## config.mk

```make
export PLATFORM = sky130hd
export DESIGN_NAME = sha256_digest_serializer
export DESIGN_NICKNAME = d
export VERILOG_FILES = /design/src/rtl/sha256_digest_serializer.sv
export SDC_FILE = /design/constraint.sdc
export NUM_CORES = 1
export LEC_CHECK = 0
export ABC_AREA = 1
export BUFFER_PORTS_ARGS = -buffer_cell sky130_fd_sc_hd__buf_2
export CORE_UTILIZATION = 55
export CTS_CLUSTER_SIZE = 24
export DETAILED_ROUTE_END_ITERATION = 7
export PLACE_DENSITY = 0.81
export SYNTH_ARGS = -nofsm -noshare
export SYNTH_HDL_FRONTEND = slang
export SYNTH_SLANG_ARGS = --single-unit
```

## constraint.sdc

```tcl
create_clock -name clk -period 24.2 [get_ports clk]
set_clock_uncertainty 0.15 [all_clocks]
set_input_delay 1.21 -clock clk [delete_from_list [all_inputs] [get_ports clk]]
set_output_delay 1.21 -clock clk [all_outputs]
set_load 0.02 [all_outputs]
```

## src/rtl/sha256_digest_serializer.sv

```systemverilog
// Captures a 256-bit SHA-256 digest on the rising edge of done_in and streams it
// out MSB-first as raw bytes or lowercase ASCII hex under a valid/ready handshake.
module sha256_digest_serializer #(
    parameter int unsigned HEX_MODE       = 0,
    parameter int unsigned APPEND_NEWLINE = 0
) (
    input  logic         clk,
    input  logic         rst,
    input  logic         done_in,
    input  logic [255:0] hash_in,
    output logic [7:0]   out_data,
    output logic         out_valid,
    input  logic         out_ready,
    output logic         out_last,
    output logic         busy,
    output logic         overrun,
    input  logic         overrun_clr
);

    localparam int unsigned HASH_W = 256;
    localparam int unsigned CNT_W  = 7;
    localparam bit          HEX_EN = (HEX_MODE != 0);
    localparam bit          NL_EN  = HEX_EN && (APPEND_NEWLINE != 0);
    localparam int unsigned N      = !HEX_EN ? 32 : (NL_EN ? 65 : 64);
    localparam int unsigned SHIFT  = HEX_EN ? 4 : 8;
    localparam int unsigned NL_IDX = 64;

    typedef enum logic {
        IDLE,
        SEND
    } state_e;

    state_e              state_q, state_d;
    logic                done_q, done_d;
    logic [HASH_W-1:0]   shreg_q, shreg_d;
    logic [CNT_W-1:0]    cnt_q, cnt_d;
    logic [7:0]          out_data_q, out_data_d;
    logic                out_valid_q, out_valid_d;
    logic                out_last_q, out_last_d;
    logic                busy_q, busy_d;
    logic                overrun_q, overrun_d;

    logic                new_c;
    logic                xfer_c;
    logic                final_c;

    // Lowercase ASCII hex character for one nibble.
    function automatic logic [7:0] hex_char(input logic [3:0] n);
        if (n < 4'd10) begin
            return 8'h30 + {4'h0, n};
        end
        return 8'h57 + {4'h0, n};
    endfunction

    // Next-state, capture/shift, overrun and registered-output computation.
    always_comb begin
        state_d     = state_q;
        done_d      = done_in;
        shreg_d     = shreg_q;
        cnt_d       = cnt_q;
        overrun_d   = overrun_q;
        out_data_d  = 8'h00;
        out_valid_d = 1'b0;
        out_last_d  = 1'b0;
        busy_d      = 1'b0;

        new_c   = done_in & ~done_q;
        xfer_c  = out_valid_q & out_ready;
        final_c = xfer_c & out_last_q;

        if (overrun_clr) begin
            overrun_d = 1'b0;
        end

        case (state_q)
            IDLE: begin
                if (new_c) begin
                    shreg_d = hash_in;
                    cnt_d   = '0;
                    state_d = SEND;
                end
            end
            SEND: begin
                if (final_c) begin
                    // Back-to-back digest: a new capture on the last transfer is legal.
                    if (new_c) begin
                        shreg_d = hash_in;
                        cnt_d   = '0;
                    end else begin
                        state_d = IDLE;
                    end
                end else begin
                    if (xfer_c) begin
                        shreg_d = shreg_q << SHIFT;
                        cnt_d   = cnt_q + CNT_W'(1);
                    end
                    if (new_c) begin
                        overrun_d = 1'b1;
                    end
                end
            end
            default: state_d = IDLE;
        endcase

        // Outputs are derived from the post-edge state so they are registered.
        if (state_d == SEND) begin
            out_valid_d = 1'b1;
            busy_d      = 1'b1;
            out_last_d  = (cnt_d == CNT_W'(N - 1));
            if (NL_EN && (cnt_d == CNT_W'(NL_IDX))) begin
                out_data_d = 8'h0A;
            end else if (HEX_EN) begin
                out_data_d = hex_char(shreg_d[HASH_W-1 -: 4]);
            end else begin
                out_data_d = shreg_d[HASH_W-1 -: 8];
            end
        end
    end

    // State and output registers; done_q resets high so a held done_in is not a new digest.
    always_ff @(posedge clk or posedge rst) begin
        if (rst) begin
            state_q     <= IDLE;
            done_q      <= 1'b1;
            shreg_q     <= '0;
            cnt_q       <= '0;
            out_data_q  <= 8'h00;
            out_valid_q <= 1'b0;
            out_last_q  <= 1'b0;
            busy_q      <= 1'b0;
            overrun_q   <= 1'b0;
        end else begin
            state_q     <= state_d;
            done_q      <= done_d;
            shreg_q     <= shreg_d;
            cnt_q       <= cnt_d;
            out_data_q  <= out_data_d;
            out_valid_q <= out_valid_d;
            out_last_q  <= out_last_d;
            busy_q      <= busy_d;
            overrun_q   <= overrun_d;
        end
    end

    assign out_data  = out_data_q;
    assign out_valid = out_valid_q;
    assign out_last  = out_last_q;
    assign busy      = busy_q;
    assign overrun   = overrun_q;

endmodule

```

==> metrics, run 1 <==
critical path, cell by cell buf_2, nand2_2, nand2_4, nand2_8, nand2_8, buf_4, nor2_1, nor2_1; Post-Syn Area 11600 µm²; Syn Area/Cell 8.95 µm²; hold buffer count at cts 0; #FFs+latches synth 275; initial antenna violation count 4; CP max FO 169; Worst Tran Pin Value 1.10 ns; Max clock buf depth 3; Slew Limit Fails 0; PortBufs 272; Pleak 0.00640 µW; vias in the first global route 9878; Top-Level Pins 273; Post-synth top cells nor2_1 (343), dfrtp_1 (274), o22ai_1 (167), nand2_1 (164), nand3_1 (162); Filler cells 1615; area leader, netlist dfrtp_1; Post-Layout Cell Count 1806; Initial DRC Count 780; Setup Buffers After CTS 0; Root Driver clkbuf_16; Setup crit end kind flop; Routed WL per cell 16.7 µm; CP delay by family, top simple AND/OR/NAND/NOR gates; Syn Nets 1557; Worst EP required 24.50 ns; Reg-to-Reg End shreg_q[12]; dominant synthesized flop cell dfrtp_1; via/cell ratio 5.57; R2R Setup Slk 20.44 ns; max-cap violations 0; post-synthesis sequential area ratio 0.594; final setup fails 0; synth warn 0; Post-Syn Instances 1295; top cell type's share of synthesized area 0.591; Multi-input gate area 4120 µm²; largest net degree at the start of global routing 170; Hold Path Depth 2; Critical Path Sink shreg_q[12]; Setup TNS Final 0 ns; count leader, synth nor2_1; placed cell count 1752; Slew headroom 0.267; worst setup path start out_ready; status finished, final reports clean; drt pass-1 iters 5; Final ANT Viol Nets 0; critical path depth 8; Final #Nets 1774; final period utilization 0.170; share of layout cells above drive strength 1 0.219; EDFF count, synth 0; FMAX 243 MHz; post_cts resized 0; hold crit path type flop to flop; die width 147 µm; WL final 30100 µm; gp weighted congestion 0.861; slowest CP cell buf_4; H-tree Lvls 1; Vias 10100; die extent in y 147 µm; number of buffers created by CTS 28; RR Startpoint out_last; CP startpoint kind input pin; post-synth cell types 26; Slowest Stage Delay on Critical Path 0.84 ns; final hold vios 0; die area 21700 µm²; first-pass GRT wire length 48900 µm; Worst Path Buf+Inv 2; TritonCTS clock tree yes; min Tclk post-route 4.11 ns; maximum VDD drop 0.0600 mV; Crit Path Category input pin to flop; CP arrival 4.41 ns; Cell Rows 52; register area 6880 µm²; gr ovfl total 0; Synth-to-Final Area Change 20.3%; Post-DP HPWL 19000 µm; insertion delay to the later sink of the worst-skew pair 0.53 ns; CORE AREA 20400 µm²; top cells by area, synth dfrtp_1 (59%), nor2_1 (11%), o22ai_1 (9.0%); Worst-path clk slew 0.06 ns; async set-reset flop share out of synthesis 1.00; PD cells 113 nW/µm²; RSZ-0062 raised after global routing false; CTS Sinks 275; Starting Density 0.568; worst-case reg-to-reg path depth 7; gr usage total 0.281; Post-route DRC 0
## metal layers
metal	wire (µm)	part of all wire	GRT usage
met5	0	0	0
met4	883	0.029	0.0943
met3	2120	0.070	0.0401
met2	14500	0.48	0.460
met1	12700	0.42	0.388
## worst min-delay path by stage
stage | from | endpoint | slack, ns
global placement | shreg_q[237] | shreg_q[237] | 0.31
CTS | shreg_q[33] | shreg_q[33] | 0.33
global route | shreg_q[232] | shreg_q[232] | 0.35
detailed placement | shreg_q[33] | shreg_q[33] | 0.32
finish | shreg_q[41] | shreg_q[41] | 0.33
floorplan | shreg_q[11] | shreg_q[11] | 0.30
## registers in the layout, summed over array words and instances, names as in the netlist
signal	flops
shreg_q	256
out_data	8
cnt_q	7
busy	1
done_q	1
out_last	1
overrun	1
## worst register-to-register path: cells and delay by family (launching register included)
family	cells	cell delay (ns)
buffers and inverters	1	0.85
flip-flops	1	0.45
AND/OR/NAND/NOR	6	2.24
## where the power goes
part | internal, µW | leakage (µW) | switching [µW] | total [µW]
combinational | 147 | 0.00283 | 217 | 364
clock | 282 | 0.000481 | 176 | 458
sequential | 650 | 0.00309 | 107 | 756
## cell usage in the layout (no fill, tap or decap), drive strengths merged
cell type  instances
nor2             344
buf              280
dfrtp            274
nand2            168
o22ai            167
nand3            162
inv               47
clkbuf            40
o21ai             17
a32o               8
o211ai             6
diode              4
bufinv             4
a21oi              3
clkinvlp           3
clkinv             3
nand3b             1
and2               1
mux2i              1
nand4              1
ha                 1
dfstp              1
## layout make-up
type                       count  share of cell area
sequential                   275               0.493
multi-input combinational    880               0.295
timing repair buffer         280               0.102
clock buffer                  40              0.0600
tap                          270              0.0242
inverter                      47              0.0132
clock inverter                10              0.0116
antenna                        4            0.000718
## logic make-up (layout without fill, tap and decap cells)
kind of cell    after synthesis  after routing  share of synthesized area
other cells                   0              4                          0
fa+ha+maj                     1              1                    0.00108
flops                       275            275                      0.594
mux                           1              1                   0.000863
buf+inv                     140            377                     0.0556
simple gates                677            677                      0.239
compound gates              201            201                      0.110
## per-stage QoR
| step | setup WS [ns] | area (µm²) | hold slack [ns] | power [µW] | utilization |
|---|---|---|---|---|---|
| 2_1_floorplan | 15.26 | 11600 | 0.302 | 1010 | - |
| 3_3_place_gp | 19.73 | 12900 | 0.314 | 1100 | 0.633 |
| 3_5_place_dp | 19.62 | 12900 | 0.319 | 1120 | 0.633 |
| 4_1_cts | 20.15 | 13900 | 0.333 | 1590 | 0.682 |
| 5_1_grt | 19.85 | 13900 | 0.351 | 1680 | 0.683 |
| 6_report | 20.09 | 13900 | 0.332 | 1580 | 0.683 |
Note: power is estimated with default switching activity, not from simulation.
==> inputs of run 2 (changes only) <==
- CORE_UTILIZATION: 55 -> 49
- PLACE_DENSITY: 0.81 -> 0.77
- clock period: 24.2 -> 3.4 ns (I/O delays scaled with it)
==> run 2 against run 1 <==
Net effect: combinational power grew to 8.2 times the previous value; routed wire length grew 30%; clock power grew to 7.7 times the previous value; non-clock buffer count grew 269; sequential power grew to 7.2 times the previous value; flip-flop and latch count is the same; power grew to 7.6 times the previous value; die area grew 12%; sequential share of layout area shrank 8.4 points; setup slack lost 19 ns; critical path type is now flop to flop; largest power group unchanged; highest routed layer unchanged.
==> metrics, run 2 (synthesized netlist as in run 1, its figures left out) <==
first-pass GRT wire length 62300 µm (+27%); Crit Path Category flop to flop; FMAX 386 MHz; Worst Hold Path EP done_q; initial antenna violation count 3 (-1); hold crit path type input pin to flop; HP Start done_in; Top-Level Pins 273 (unchanged); Post-Layout Cell Count 2120 (+17%); gr ovfl total 0 (unchanged); maximum VDD drop 0.454 mV (+660%); Worst EP required 3.73 ns (-20.77 ns); Slew headroom 0.309 (+0.0423); Setup crit end kind flop; Slowest Stage Delay on Critical Path 0.76 ns (-0.08 ns); Reg with most FFs shreg_q; Pleak 0.00760 µW (+19%); PortBufs 272 (unchanged); die width 156 µm (+5.9%); Core Util, Final 0.734 (+0.0514); die area 24300 µm² (+12%); RR Startpoint out_last; Max clock buf depth 3 (unchanged); Cell Rows 55 (+5.8%); Worst Tran Pin Value 1.04 ns (-0.0635 ns); max-cap violations 0 (unchanged); most frequent cells in the layout nor2_1 (342), dfrtp_1 (274), buf_2 (272), dlygate4sd3_1 (260), o22ai_1 (167); Final #Nets 2044 (+15%); gr usage total 0.326 (+0.0448); largest net degree at the start of global routing 179 (+5.3%); Slew Limit Fails 0 (unchanged); Gate power share 0.249 (+0.019); insertion delay to the later sink of the worst-skew pair 0.55 ns (+0.02 ns); slowest CP cell buf_4; number of buffers created by CTS 29 (+3.6%); Routed WL per cell 18.5 µm (+11%); sequential power share 0.457 (-0.022); critical path, cell by cell nand2_2, nand2_4, buf_4, nand2_1, o21ai_0, nand3_1, nor2_1, nand2_1, nor2_1; Post-DP HPWL 20100 µm (+6.1%); Worst-path clk slew 0.06 ns (about the same); WL final 39300 µm (+30%); Reg-to-Reg End out_last; max reg flops 256 (unchanged); final period utilization 0.762; Starting Density 0.506 (-0.0616); Initial DRC Count 1275 (+63%); min Tclk post-route 2.59 ns; sw frac 0.326 (+0.00917); internal power 8080 µW (+650%); R2R Setup Slk 0.81 ns (-19.63 ns); PD cells 712 nW/µm² (+530%); final hold vios 0 (unchanged); TritonCTS clock tree yes; placed cell count 1804 (+3.0%); Final ANT Viol Nets 0 (unchanged); via/cell ratio 5.67 (+1.8%); Clock power frac 0.294 (+0.004); Worst Path Buf+Inv 1 (-1); drt pass-1 iters 6 (+1); RSZ-0062 raised after global routing false; most common cell after layout, fill and taps aside nor2_1; CP max FO 94 (-44%); gp weighted congestion 0.819 (-4.9%); CTS Sinks 275 (unchanged); Vias 12000 (+19%); Post-route DRC 0 (unchanged); die extent in y 156 µm (+5.9%); post_cts resized 0 (unchanged); Setup Buffers After CTS 0 (unchanged); H-tree Lvls 1 (unchanged); CP startpoint kind flop; Synth-to-Final Area Change 45.1%; CP delay by family, top simple AND/OR/NAND/NOR gates; status finished, final reports clean; CP arrival 2.92 ns (-1.49 ns); Root Driver clkbuf_16; Hold Path Depth 2 (unchanged); worst-case reg-to-reg path depth 9 (+2); vias in the first global route 12200 (+23%); sw power 3900 µW (+680%); CORE AREA 22900 µm² (+12%); final setup fails 0 (unchanged); share of layout cells above drive strength 1 0.193 (-0.0264)
[run 2: layout make-up]
class	count	area, µm²
Sequential cell	275	6880
Fill cell	1466	6090
Timing Repair Buffer	549	4180
Multi-Input combinational cell	880	4120
Clock buffer	41	851
Tap cell	313	392
Clock inverter	12	219
Inverter	47	180
Antenna cell	3	7.51
[run 2: how the worst max path moves through the flow]
| stage | from | end | slack, ns | cells after the start |
|---|---|---|---|---|
| final | out_last | out_last | 0.81 | 9 |
| after CTS | out_last | out_last | 0.89 | 9 |
| after detailed placement | out_last | out_last | 0.91 | 9 |
| after global placement | out_last | out_last | 1.01 | 9 |
| after floorplan | rst | busy | -0.56 | 1 |
| after global routing | out_last | out_last | 0.63 | 9 |
[run 2: timing repair]
item,4_1_cts,5_1_grt
endpoints found under the setup margin,0,0
hold buffers,260,0
hold endpoints to repair,297,0
[run 2: stage by stage]
step	worst slack (ns)	hold slack, ns	cell area (µm²)	power (µW)	TNS [ns]
floorplan	-0.557	0.0245	11600	7170	-152.50
global placement	1.01	0.147	13100	7870	0
detailed placement	0.913	0.151	13100	8050	0
CTS	0.890	0.137	16800	11800	0
global route	0.626	0.154	16800	12600	0
finish	0.810	0.154	16800	12000	0
[run 2: power by group through the flow]
stage               clock network [µW]  registers (µW)  logic (µW)
finish                            3520            5480        2990
global route                      3670            5600        3340
CTS                               3550            5390        2870
detailed placement                   0            5420        2620
global placement                     0            5360        2510
floorplan                            0            5260        1910
[run 2: per-layer routing]
metal / GRT usage / wire, µm / vias up
li1: - / - / 5337
met1: 0.401 / 14500 / 5695
met2: 0.543 / 19300 / 776
met3: 0.0581 / 3150 / 211
met4: 0.185 / 2380 / 0
met5: 0 / 0 / -
==> inputs of run 3 (changes only) <==
- ABC_AREA: 1 -> 0
- CORE_UTILIZATION: 49 -> 54
- PLACE_DENSITY: 0.77 -> 0.8
- clock period: 3.4 -> 2.4 ns (I/O delays scaled with it)
==> run 3 against run 2 <==
Net effect: via count decreased by 2.0%; flip-flop and latch count unchanged; sequential share of layout area about the same; non-clock buffer count is 6 higher; combinational power decreased by 6%; area after synthesis fell by 0.33%; hold slack worse by 0.00056 ns; final area about the same; count of clock-buffer cells in the layout is 6 higher; setup slack got worse by 0.63 ns; critical endpoint is now shreg_q[222]; largest cell class unchanged; highest routed layer unchanged.
==> metrics, run 3 <==
RR Startpoint out_last; gr usage total 0.356 (+0.0299); Filler cells 1137 (-22%); Gate power share 0.196 (-0.053); Core Util, Final 0.801 (+0.0665); initial antenna violation count 2 (-1); gp weighted congestion 0.817 (-0.24%); largest net degree at the start of global routing 153 (-15%); Starting Density 0.550 (+0.0438); Setup TNS Final 0 ns (unchanged); register area 6880 µm² (unchanged); number of buffers created by CTS 30 (+3.4%); top cell type's share of synthesized area 0.593 (+0.00198); final hold vios 0 (unchanged); CORE AREA 21000 µm² (-8.3%); die area 22000 µm² (-9.4%); final setup fails 0 (unchanged); die width 148 µm (-4.8%); RSZ-0062 raised after global routing false; post-synthesis sequential area ratio 0.596 (+0.00199); Worst EP required 2.70 ns (-1.03 ns); Worst Tran Pin Value 0.787 ns (-0.250 ns); max-cap violations 0 (unchanged); async set-reset flop share out of synthesis 1.00 (unchanged); Pleak 0.00774 µW (+1.9%); TritonCTS clock tree yes; Slew Limit Fails 0 (unchanged); share of layout cells above drive strength 1 0.204 (+0.0107); Max clock buf depth 3 (unchanged); die extent in y 148 µm (-4.8%); CP startpoint kind flop; sequential power share 0.458 (about the same); dominant synthesized flop cell dfrtp_1; status finished, final reports clean; EDFF count, synth 0 (unchanged); Post-route DRC 0 (unchanged); Cell Rows 53 (-3.6%); PD cells 854 nW/µm² (+20%); vias in the first global route 12300 (+1.5%); Worst-path clk slew 0.07 ns (about the same); CP arrival 2.52 ns (-0.40 ns); WL final 39000 µm (-0.72%); Root Driver clkbuf_16; Final ANT Viol Nets 0 (unchanged); area leader, netlist dfrtp_1; hold crit path type input pin to flop; Routed WL per cell 19.4 µm (+4.4%); Design Power 14400 µW (+20%); post-synth cell types 38 (+46%); Vias 11800 (-2.0%); Syn Nets 1484 (-4.7%); FMAX 452 MHz (+17%); Top-Level Pins 273 (unchanged); Crit Path Category flop to flop; HP Start done_in; PortBufs 272 (unchanged); CP max FO 152 (+62%); sw power 4220 µW (+8.1%); maximum VDD drop 0.758 mV (+67%); Slew headroom 0.476 (+0.167); gr ovfl total 0 (unchanged); insertion delay to the later sink of the worst-skew pair 0.55 ns (about the same); Final #Nets 1977 (-3.3%); #FFs+latches synth 275 (unchanged); Synth-to-Final Area Change 45.7%; first-pass GRT wire length 61700 µm (-0.89%); Post-DP HPWL 18800 µm (-6.8%); max reg flops 256 (unchanged); internal power 10200 µW (+26%); Clock power frac 0.347 (+0.053); CTS Sinks 275 (unchanged); count leader, synth nor2_1; Post-Syn Area 11600 µm² (-0.33%); most common cell after layout, fill and taps aside nor2_1; worst setup path start out_last; Syn Area/Cell 9.46 µm² (+5.6%); Multi-input gate area 4230 µm² (+2.8%); most frequent cells in the layout nor2_1 (281), dfrtp_1 (274), buf_2 (272), dlygate4sd3_1 (261), nand2_1 (204); Setup crit end kind flop; H-tree Lvls 1 (unchanged); synth warn 0 (unchanged); top cells by area, synth dfrtp_1 (59%), nor2_1 (9.2%), o22ai_1 (6.9%); Post-synth top cells nor2_1 (282), dfrtp_1 (274), nand2_1 (205), o22ai_1 (127), a22oi_1 (93); Reg with most FFs shreg_q; post_cts resized 0 (unchanged); Post-Syn Instances 1222 (-5.6%); drt pass-1 iters 6 (unchanged); sw frac 0.294 (-0.0321); via/cell ratio 5.84 (+3.0%); Initial DRC Count 1043 (-18%); min Tclk post-route 2.21 ns (-0.375 ns); final period utilization 0.923 (+0.161)
==> run 3: cell count changes after synthesis, moves of 10 or more <==
cell / change
a21oi_1: +28
a22o_1: +10
a22oi_1: +93
buf_2: -30
clkbuf_1: +31
inv_1: -40
nand2_1: +41
nand3_1: -158
nor2_1: -61
o21ai_0: +28
o22ai_1: -40
or3_1: +28
==> run 3: worst paths after layout <==
path                                      to  depth (start not counted)  slack, ns
min in group asynchronous       shreg_q[236]                          4       0.51
worst max-delay path            shreg_q[222]                          5       0.19
worst min register to register   shreg_q[53]                          2       0.32
worst max register to register  shreg_q[222]                          5       0.19
worst min-delay path                  done_q                          2       0.15
max in group asynchronous           cnt_q[2]                          5       0.62
==> run 3: timing repair <==
| action | in CTS | in global routing |
|---|---|---|
| hold endpoints to repair | 542 | 0 |
| hold buffers | 261 | 0 |
| buffers inserted | 0 | 0 |
==> run 3: logic make-up after synthesis <==
logic type / Yosys count / share of synthesized area
buffers and inverters: 100 / 0.0416
AO/OA/AOI/OAI: 308 / 0.174
multiplexers: 2 / 0.00173
flip-flops: 275 / 0.596
adder cells (fa/ha/maj): 1 / 0.00108
AND/OR/NAND/NOR: 536 / 0.186
==> run 3: critical path, cell delays in order (launching register included) <==
cell	delay (ns)
dfrtp_1	0.48
nand2b_1	0.28
a21oi_4	0.19
buf_12	0.43
o22ai_1	0.16
nor2_1	0.21
==> run 3: routing by layer <==
layer  up-vias  part of all wire  GRT usage
met5         -                 0          0
met3       198             0.076     0.0718
li1       5211                 -          -
met4         0             0.058      0.189
met2       680              0.51      0.618
met1      5688              0.36      0.416
==> run 3: power groups by stage <==
stage                     registers [µW]  logic, µW  clock network (µW)
after floorplan                     6390       1620                   0
after global placement              6500       2220                   0
after detailed placement            6530       2310                   0
after CTS                           6470       2670                4970
after global routing                6660       3110                5220
final                               6580       2810                4990
==> run 3: layout make-up <==
type | count | share of cell area
flip-flops and latches | 275 | 0.409
repair buffers | 555 | 0.254
multi-input cells | 847 | 0.251
clock buffers | 47 | 0.0544
well taps | 275 | 0.0204
clock inverters | 9 | 0.00914
inverters | 6 | 0.00156
diodes | 2 | 0.000297
==> run 3: through the flow <==
stage / std cells / instance area, µm² / hold slack, ns / setup slack (ns)
3_3_place_gp: 1697 / 13100 / -0.0621 / 0.324
2_1_floorplan: 1222 / 11600 / -0.0255 / -1.51
5_1_grt: 2016 / 16800 / 0.154 / 0.155
4_1_cts: 2014 / 16800 / 0.120 / 0.265
6_report: 2016 / 16800 / 0.154 / 0.185
3_5_place_dp: 1697 / 13100 / -0.0567 / 0.283
